**config.mk**
```make
export PLATFORM = sky130hd
export DESIGN_NAME = vga_fb_arbiter
export DESIGN_NICKNAME = d
export VERILOG_FILES = /design/src/rtl/vga_fb_arbiter.sv
export SDC_FILE = /design/constraint.sdc
export NUM_CORES = 1
export LEC_CHECK = 0
export ABC_AREA = 1
export CAP_MARGIN = 20
export CORE_MARGIN = 2
export CORE_UTILIZATION = 50
export DETAILED_ROUTE_END_ITERATION = 6
export HOLD_SLACK_MARGIN = 0.03
export PLACE_DENSITY = 0.8
export SYNTH_ARGS = -nofsm -noshare
export SYNTH_HDL_FRONTEND = slang
export SYNTH_SLANG_ARGS = --single-unit
export TNS_END_PERCENT = 20
```
**constraint.sdc**
```tcl
create_clock -name FCLK -period 2.5 [get_ports FCLK]
set_clock_uncertainty 0.2 [all_clocks]
set_input_delay 0.25 -clock FCLK [delete_from_list [all_inputs] [get_ports FCLK]]
set_output_delay 0.25 -clock FCLK [all_outputs]
set_load 0.05 [all_outputs]
```
**src/rtl/vga_fb_arbiter.sv**
```systemverilog
// vga_fb_arbiter
//   Shares one single-port, 1-cycle-latency frame-buffer RAM between display
//   scan-out (strict priority) and a host writer (valid/ready). Scan-out reads
//   are prefetched into a small FIFO so a pixel is already at the FIFO head in
//   the cycle DISPLAY_EN consumes it.
//
// Ports
//   FCLK         pixel clock, rising edge
//   RST_IN       asynchronous active-low reset
//   FRAME_START  one-cycle pulse in vertical blanking, restarts scan-out at 0
//   DISPLAY_EN   pixel consumed this cycle (FIFO pop)
//   PIXEL_DATA   FIFO head (RGB332), 0 when the FIFO is empty
//   UNDERFLOW    sticky, set by a pop on an empty FIFO, cleared by FRAME_START
//   WR_VALID / WR_READY / WR_ADDR / WR_DATA   host write handshake
//   MEM_EN / MEM_WE / MEM_ADDR / MEM_WDATA    RAM command
//   MEM_RDATA    RAM read data, valid the cycle after a read
module vga_fb_arbiter #(
  parameter int H_VISIBLE = 1024,
  parameter int V_VISIBLE = 768,
  parameter int ADDR_W    = 20,
  parameter int DEPTH     = 4
) (
  input  logic              FCLK,
  input  logic              RST_IN,
  input  logic              FRAME_START,
  input  logic              DISPLAY_EN,
  output logic [7:0]        PIXEL_DATA,
  output logic              UNDERFLOW,
  input  logic              WR_VALID,
  output logic              WR_READY,
  input  logic [ADDR_W-1:0] WR_ADDR,
  input  logic [7:0]        WR_DATA,
  output logic              MEM_EN,
  output logic              MEM_WE,
  output logic [ADDR_W-1:0] MEM_ADDR,
  output logic [7:0]        MEM_WDATA,
  input  logic [7:0]        MEM_RDATA
);

  localparam int PTR_W = (DEPTH > 1) ? $clog2(DEPTH) : 1;
  localparam int OCC_W = $clog2(DEPTH + 1);

  localparam logic [ADDR_W-1:0] LAST_ADDR = ADDR_W'(H_VISIBLE * V_VISIBLE - 1);
  localparam logic [PTR_W-1:0]  LAST_PTR  = PTR_W'(DEPTH - 1);
  localparam logic [OCC_W:0]    DEPTH_EXT = (OCC_W + 1)'(DEPTH);

  logic [ADDR_W-1:0] fetch_addr;
  logic              fetch_done;
  logic              inflight;

  logic [7:0]        fifo_mem [DEPTH];
  logic [PTR_W-1:0]  rd_ptr;
  logic [PTR_W-1:0]  wr_ptr;
  logic [OCC_W-1:0]  occ;

  logic              fifo_empty;
  logic [OCC_W:0]    pending;
  logic              rd_issue;
  logic              push;
  logic              pop;

  // Pointer advance that also works when DEPTH is not a power of two.
  function automatic logic [PTR_W-1:0] ptr_next(input logic [PTR_W-1:0] p);
    return (p == LAST_PTR) ? '0 : p + PTR_W'(1);
  endfunction

  assign fifo_empty = (occ == '0);

  // Slots already spoken for: stored entries plus the read whose data
  // arrives next cycle. A pop in the current cycle is deliberately not
  // credited, which keeps the issue decision purely registered.
  assign pending = {1'b0, occ} + {{OCC_W{1'b0}}, inflight};

  // RST_IN gating keeps the RAM idle while reset is held; the first read
  // goes out in the cycle after release.
  assign rd_issue = RST_IN && !fetch_done && (pending < DEPTH_EXT) && !FRAME_START;

  // FRAME_START discards the returning read and ignores any pop.
  assign push = inflight && !FRAME_START;
  assign pop  = DISPLAY_EN && !fifo_empty && !FRAME_START;

  assign PIXEL_DATA = fifo_empty ? 8'h00 : fifo_mem[rd_ptr];

  // Scan-out owns the RAM whenever it wants it; the host only gets the
  // leftover cycles, so WR_READY never looks at WR_VALID.
  always_comb begin
    MEM_EN    = 1'b0;
    MEM_WE    = 1'b0;
    MEM_ADDR  = '0;
    MEM_WDATA = 8'h00;
    WR_READY  = 1'b1;
    if (rd_issue) begin
      MEM_EN   = 1'b1;
      MEM_ADDR = fetch_addr;
      WR_READY = 1'b0;
    end else if (WR_VALID && RST_IN) begin
      MEM_EN    = 1'b1;
      MEM_WE    = 1'b1;
      MEM_ADDR  = WR_ADDR;
      MEM_WDATA = WR_DATA;
    end
  end

  // The fetch address stops on the last visible pixel instead of wrapping,
  // so scan-out goes quiet until the next FRAME_START.
  always_ff @(posedge FCLK or negedge RST_IN) begin
    if (!RST_IN) begin
      fetch_addr <= '0;
      fetch_done <= 1'b0;
      inflight   <= 1'b0;
    end else if (FRAME_START) begin
      fetch_addr <= '0;
      fetch_done <= 1'b0;
      inflight   <= 1'b0;
    end else begin
      inflight <= rd_issue;
      if (rd_issue) begin
        if (fetch_addr == LAST_ADDR) begin
          fetch_done <= 1'b1;
        end else begin
          fetch_addr <= fetch_addr + ADDR_W'(1);
        end
      end
    end
  end

  always_ff @(posedge FCLK or negedge RST_IN) begin
    if (!RST_IN) begin
      rd_ptr <= '0;
      wr_ptr <= '0;
      occ    <= '0;
    end else if (FRAME_START) begin
      rd_ptr <= '0;
      wr_ptr <= '0;
      occ    <= '0;
    end else begin
      if (push) begin
        wr_ptr <= ptr_next(wr_ptr);
      end
      if (pop) begin
        rd_ptr <= ptr_next(rd_ptr);
      end
      if (push && !pop) begin
        occ <= occ + OCC_W'(1);
      end else if (pop && !push) begin
        occ <= occ - OCC_W'(1);
      end
    end
  end

  // Storage needs no reset: occ gates every read of it.
  always_ff @(posedge FCLK) begin
    if (push) begin
      fifo_mem[wr_ptr] <= MEM_RDATA;
    end
  end

  always_ff @(posedge FCLK or negedge RST_IN) begin
    if (!RST_IN) begin
      UNDERFLOW <= 1'b0;
    end else if (FRAME_START) begin
      UNDERFLOW <= 1'b0;
    end else if (DISPLAY_EN && fifo_empty) begin
      UNDERFLOW <= 1'b1;
    end
  end

endmodule

```
==> results of run 1 <==
==> flip-flops by register name, summed over array words and instances (netlist names) <==
name / cells
occ: 3
rd_ptr: 2
inflight: 1
fifo_mem: 32
fetch_addr: 20
wr_ptr: 2
fetch_done: 1
UNDERFLOW: 1
==> timing repair <==
action | 4_1_cts | 5_1_grt
endpoints found under the setup margin | 0 | 4
resized for setup | 0 | 2
hold buffers | 0 | 0
==> synth_stat cells (2+ instances only) <==
library cell,number
buf_2,7
a22o_1,5
nand2_2,3
nor2_1,65
nand3_1,25
buf_1,2
a21oi_1,13
nand4_1,7
buf_4,2
xor2_1,6
nand2_1,105
nor2_4,2
dfrtp_1,30
clkbuf_1,3
inv_1,46
nor3_1,2
ha_1,5
o21ai_2,4
o21ai_0,55
edfxtp_1,32
==> final cells by class <==
class,instances,area share
Clock buffer,9,0.02501
Multi-Input combinational cell,304,0.2945
Inverter,49,0.03839
Tap cell,80,0.02021
Clock inverter,7,0.01010
Timing Repair Buffer,97,0.2662
Sequential cell,62,0.3455
==> final timing paths <==
check,start,cells after the start,to
min in group FCLK,UNDERFLOW,2,UNDERFLOW
max in group asynchronous,RST_IN,2,fetch_addr[7]
setup / recovery,rd_ptr[0],4,PIXEL_DATA[6]
hold / removal,RST_IN,2,fetch_addr[17]
hold reg to reg,UNDERFLOW,2,UNDERFLOW
setup reg to reg,fetch_addr[0],11,fetch_addr[7]
==> where the power goes <==
part	total, uW	switching [uW]	internal [uW]	leakage (uW)
clock network	783	423	360	0.0000816
registers	1210	74.8	1130	0.000698
logic	1590	929	663	0.00124
total	3580	1430	2160	0.00202
==> worst max-delay path, delay by kind of cell (launching register included) <==
| family | cells | cell delay, ns |
|---|---|---|
| compound gates | 2 | 0.50 |
| buf+inv | 2 | 0.56 |
| flops | 1 | 0.56 |
==> stage by stage <==
| step | worst slack [ns] | setup TNS [ns] | hold slack (ns) | instances | utilization |
|---|---|---|---|---|---|
| 5_1_grt | -0.01354 | -0.02307 | 0.2221 | 608 | 0.7372 |
| 3_3_place_gp | 0.2288 | 0 | 0.2946 | 592 | 0.7108 |
| 6_report | 0.07730 | 0 | 0.1861 | 608 | 0.7372 |
| 4_1_cts | 0.09328 | 0 | 0.1927 | 608 | 0.7367 |
| 2_1_floorplan | -0.1930 | -1.544 | -0.2456 | 430 | - |
| 3_5_place_dp | 0.2228 | 0 | 0.3161 | 592 | 0.7108 |
==> per-layer routing <==
layer,track usage,wire length [um],vias to the layer above,part of all wire
li1,-,-,1587,-
met1,0.3002,3492,1498,0.40
met2,0.4192,4514,121,0.52
met3,0.05877,536,17,0.061
met4,0.1037,186,0,0.021
met5,0,0,-,0
==> kinds of logic (layout without fill, tap and decap cells) <==
kind of cell,count (synthesis),count (layout),synth area share
compound gates,78,78,0.1238
fa+ha+maj,6,6,0.02403
buf+inv,64,162,0.07754
flops,62,62,0.4980
xor+xnor,6,6,0.01529
simple gates,214,214,0.2614
==> flow_metrics.env, run 1 <==
export IMPL_portBuffers=80
export IMPL_drtIter0Drc=194
export IMPL_vdd_drop_max_uv=345.9
export IMPL_areaGrowthSynthToFinish_pct=44.12
export IMPL_fmax_mhz=412.8
export IMPL_gr_total_overflow=0
export IMPL_final_common_cell="nand2_1"
export IMPL_min_period_ns=2.423
export IMPL_rsz0062_at_grt="true"
export IMPL_cts_tree="yes"
export IMPL_core_area_um2=6719
export IMPL_via_per_inst=5.301
export IMPL_slew_violations=0
export IMPL_synthArstFlopShare=0.4839
export IMPL_ys_types=31
export IMPL_synth_fp_nets=477
export IMPL_synth_top_cell_area_share=0.2796
export IMPL_postCtsSetupBuffers=0
export IMPL_synth_cells=430
export IMPL_die_h_um=86.91
export IMPL_cts_root_buf="clkbuf_8"
export IMPL_status="finished clean"
export IMPL_wl_per_cell_um=14.36
export IMPL_critical_path_slowest_cell="dfrtp_1"
export IMPL_ys_flop_type="edfxtp_1"
export IMPL_slowest_delay_ns=0.56
export IMPL_path_class="register to output pin"
export IMPL_fillers=455
export IMPL_worstPathMaxFanout=17
export IMPL_cts_buffer_depth=2
export IMPL_cts_sinks=62
export IMPL_maxCapViolCount=0
export IMPL_arrival_ns=1.97
export IMPL_fin_area_um2=4954
export IMPL_synth_seq_area_share=0.4980
export IMPL_synth_area_leaders="edfxtp_1, dfrtp_1, nand2_1, o21ai_0, nor2_1"
export IMPL_r2r_slack_ns=0.27
export IMPL_fin_nets=570
export IMPL_clock_latency_ns=0.35
export IMPL_start_util=0.5115
export IMPL_hp_class="input pin to async pin"
export IMPL_hold_violations=0
export IMPL_endpoint_kind="output pin"
export IMPL_place_area_um2=4776
export IMPL_totalWireLength_mm=8.729
export IMPL_max_slew_margin=0.5873
export IMPL_synth_area_um2=3437
export IMPL_crit_path_cell_trace="clkinvlp_4 -> o21ai_0 -> a21oi_1 -> buf_12"
export IMPL_place_hpwl_mm=6.562
export IMPL_p_leak_uw=0.002020
export IMPL_grt_pass1_vias=3208
export IMPL_yosys_warnings=0
export IMPL_setup_viol=0
export IMPL_numCtsBuffers=9
export IMPL_tightestPinTransition_ns=0.6157
export IMPL_drt_pass1_iterations=4
export IMPL_drtAntennaViolNets=0
export IMPL_antenna_found_initial=0
export IMPL_grt_max_degree=32
export IMPL_dieArea_um2=7553
export IMPL_post_route_period_util=0.9691
export IMPL_synth_edff_count=32
export IMPL_multi_input_comb_area_um2=1459
export IMPL_cts_max_level=3
export IMPL_clk_pin_slew_ns=0.08
export IMPL_layout_common_cells="nand2_1, nor2_1, o21ai_0, inv_1, clkdlybuf4s50_1"
export IMPL_layout_area_seq_um2=1712
export IMPL_grt_usage=0.2467
export IMPL_die_w_um=86.91
export IMPL_drcViolationCount=0
export IMPL_yosys_area_top_type="edfxtp_1"
export IMPL_startpoint_type="register"
export IMPL_worstPathRequired_ns=2.05
export IMPL_num_rows=30
export IMPL_total_power_uw=3585
export IMPL_avgSynthCellArea_um2=7.993
export IMPL_drive_gt1_frac=0.1667
export IMPL_grt_pass1_wl_mm=14.50
export IMPL_vias=3223
export IMPL_globalplace_congestion=0.8963
export IMPL_antenna_cells=0
export IMPL_p_per_area_nw_per_um2=723.7
export IMPL_synth_seq_cells=62
export IMPL_pin_count=81
Note: power is estimated with default switching activity, not from simulation.
==> run 2, diff against run 1 <==
HOLD_SLACK_MARGIN = not set   (was 0.03)
==> results of run 2 <==
The final DEF is identical to that of run 1; final timing and power are the same.
==> run 3, diff against run 2 <==
CORE_MARGIN = not set   (was 2)
CORE_UTILIZATION = 54   (was 50)
GPL_TIMING_DRIVEN = 0   (was not set)
PLACE_DENSITY = 0.86   (was 0.8)
clock period = 2.94 ns   (was 2.5 ns; I/O delays follow)
==> run 3 against run 2 <==
  * Sequential share of layout area up 3.5 points
  * Wire length up 8.3%
  * First-iteration DRC count up 31%
  * Cell count down 0.99%
  * Combinational power down 32%
  * Power down 22%
  * Clock power down 13%
  * Setup slack worse by 0.056 ns
  * Die area down 11%
  * Via count up 3.5%
==> flow_metrics.env, run 3 (synthesized netlist as in run 1, its figures left out) <==
export IMPL_status="finished clean"
export IMPL_layout_common_cells="nand2_1, nor2_1, o21ai_0, inv_1, clkdlybuf4s50_1"
export IMPL_drtAntennaViolNets=0
export IMPL_dr_wl_met3_um=649
export IMPL_clock_latency_ns=0.36
export IMPL_r2r_slack_ns=0.65
export IMPL_dieArea_um2=6688
export IMPL_fillers=464
export IMPL_fin_nets=569
export IMPL_grt_pass1_wl_mm=14.43
export IMPL_vias=3337
export IMPL_die_w_um=81.78
export IMPL_clk_pin_slew_ns=0.07
export IMPL_num_rows=28
export IMPL_via_per_inst=5.543
export IMPL_drive_gt1_frac=0.1044
export IMPL_largest_reg_flops=32
export IMPL_start_util=0.5704
export IMPL_hp_class="input pin to register"
export IMPL_fin_area_um2=4501
export IMPL_final_common_cell="nand2_1"
export IMPL_post_route_period_util=0.9928
export IMPL_totalWireLength_mm=9.452
export IMPL_place_hpwl_mm=6.747
export IMPL_cts_sinks=62
export IMPL_cts_root_buf="clkbuf_8"
export IMPL_tns_ns=0
export IMPL_drt_pass1_iterations=5
export IMPL_grt_max_degree=31
export IMPL_maxCapViolCount=0
export IMPL_startpoint_type="register"
export IMPL_fmax_mhz=342.6
export IMPL_numCtsBuffers=9
export IMPL_vdd_drop_max_uv=527.0
export IMPL_slew_violations=0
export IMPL_wl_per_cell_um=15.70
export IMPL_place_area_um2=4317
export IMPL_max_slew_margin=0.4536
export IMPL_drtIter0Drc=254
export IMPL_top_layer="met4"
export IMPL_path_class="register to output pin"
export IMPL_fin_util=0.7469
export IMPL_p_per_area_nw_per_um2=619.1
export IMPL_tightestPinTransition_ns=0.8166
export IMPL_gr_total_overflow=0
export IMPL_core_area_um2=6026
export IMPL_grt_pass1_vias=3098
export IMPL_arrival_ns=2.42
export IMPL_setup_viol=0
export IMPL_grt_usage=0.2978
export IMPL_worstPathRequired_ns=2.45
export IMPL_cts_buffer_depth=2
export IMPL_hold_violations=0
export IMPL_postCtsSetupBuffers=0
export IMPL_met2_wirelength_mm=4.841
export IMPL_portBuffers=79
export IMPL_die_h_um=81.78
export IMPL_m1WireLength_mm=3.711
export IMPL_p_leak_uw=0.002031
export IMPL_cts_max_level=3
export IMPL_endpoint_kind="output pin"
export IMPL_globalplace_congestion=0.9389
export IMPL_antenna_found_initial=0
export IMPL_min_period_ns=2.919
export IMPL_pin_count=81
export IMPL_areaGrowthSynthToFinish_pct=30.94
export IMPL_largest_register="fifo_mem"
export IMPL_drcViolationCount=0
export IMPL_worstPathMaxFanout=10
export IMPL_cts_tree="yes"
export IMPL_antenna_cells=0
export IMPL_hold_ws_ns=0.08001
export IMPL_rsz0062_at_grt="true"
export IMPL_reg_top3="fifo_mem: 32 flops, fetch_addr: 20 flops, occ: 3 flops"
[run 3: cell types whose count changed in the layout (fill, tap and decap cells not counted), moves of 3 or more]
cell / before / now
dlygate4sd2_1: 0 / 6
buf_4: 17 / 3
clkbuf_2: 0 / 12
clkdlybuf4s15_1: 0 / 7
dlymetal6s2s_1: 0 / 12
buf_12: 39 / 1
clkbuf_1: 0 / 3
buf_2: 0 / 7
[run 3: worst max-delay path: stages, from the launching register on]
cell	delay, ns
dfrtp_1	0.42
inv_1	0.13
nand2_1	0.08
nor2_1	0.05
nand3_1	0.08
nand3_1	0.07
inv_1	0.06
buf_2	0.24
buf_2	0.26
nand2_1	0.07
o21ai_0	0.09
clkdlybuf4s15_1	0.52
[run 3: through the flow]
stage	worst slack (ns)	std cells	total power, uW
CTS	0.002945	602	2784
finish	0.02123	602	2786
detailed placement	-0.2456	584	2159
floorplan	0.2030	430	1760
global route	-0.1723	602	2908
global placement	-1.256	584	2122
[run 3: timing repair]
action	CTS	global route
endpoints found under the hold margin	30	0
resized for setup	31	49
setup endpoints to repair	29	34
pin swaps	0	0
hold buffers	2	0
[run 3: report_power, final]
| group | total [uW] | leakage [uW] | internal (uW) | switching [uW] |
|---|---|---|---|---|
| Sequential | 1020 | 0.000698 | 965 | 51.1 |
| Combinational | 1080 | 0.00125 | 307 | 777 |
| Clock | 685 | 0.0000796 | 329 | 357 |
| Total | 2790 | 0.00203 | 1600 | 1190 |
[run 3: cell type report]
| cell class | instances | area (um2) | share of cell area |
|---|---|---|---|
| flip-flops and latches | 62 | 1712 | 0.3803 |
| multi-input cells | 304 | 1459 | 0.3242 |
| repair buffers | 81 | 788.3 | 0.1751 |
| inverters | 49 | 190.2 | 0.04226 |
| clock buffers | 11 | 141.4 | 0.03142 |
| well taps | 75 | 93.84 | 0.02085 |
| plain buffers | 15 | 81.33 | 0.01807 |
| clock inverters | 5 | 35.03 | 0.007784 |
[run 3: path summary, 6_finish.rpt]
check,startpoint,depth (start not counted),end
max,occ[2],11,MEM_ADDR[12]
min,FRAME_START,2,UNDERFLOW
max reg2reg,fetch_addr[0],11,fetch_addr[4]
min reg2reg,UNDERFLOW,2,UNDERFLOW
max in group asynchronous,RST_IN,3,fetch_addr[16]
min in group asynchronous,RST_IN,3,wr_ptr[1]
[run 3: routing by layer]
metal / vias to the layer above / global-route usage
li1: 1590 / -
met1: 1565 / 0.3505
met2: 158 / 0.5149
met3: 24 / 0.06556
met4: 0 / 0.1386
met5: - / 0
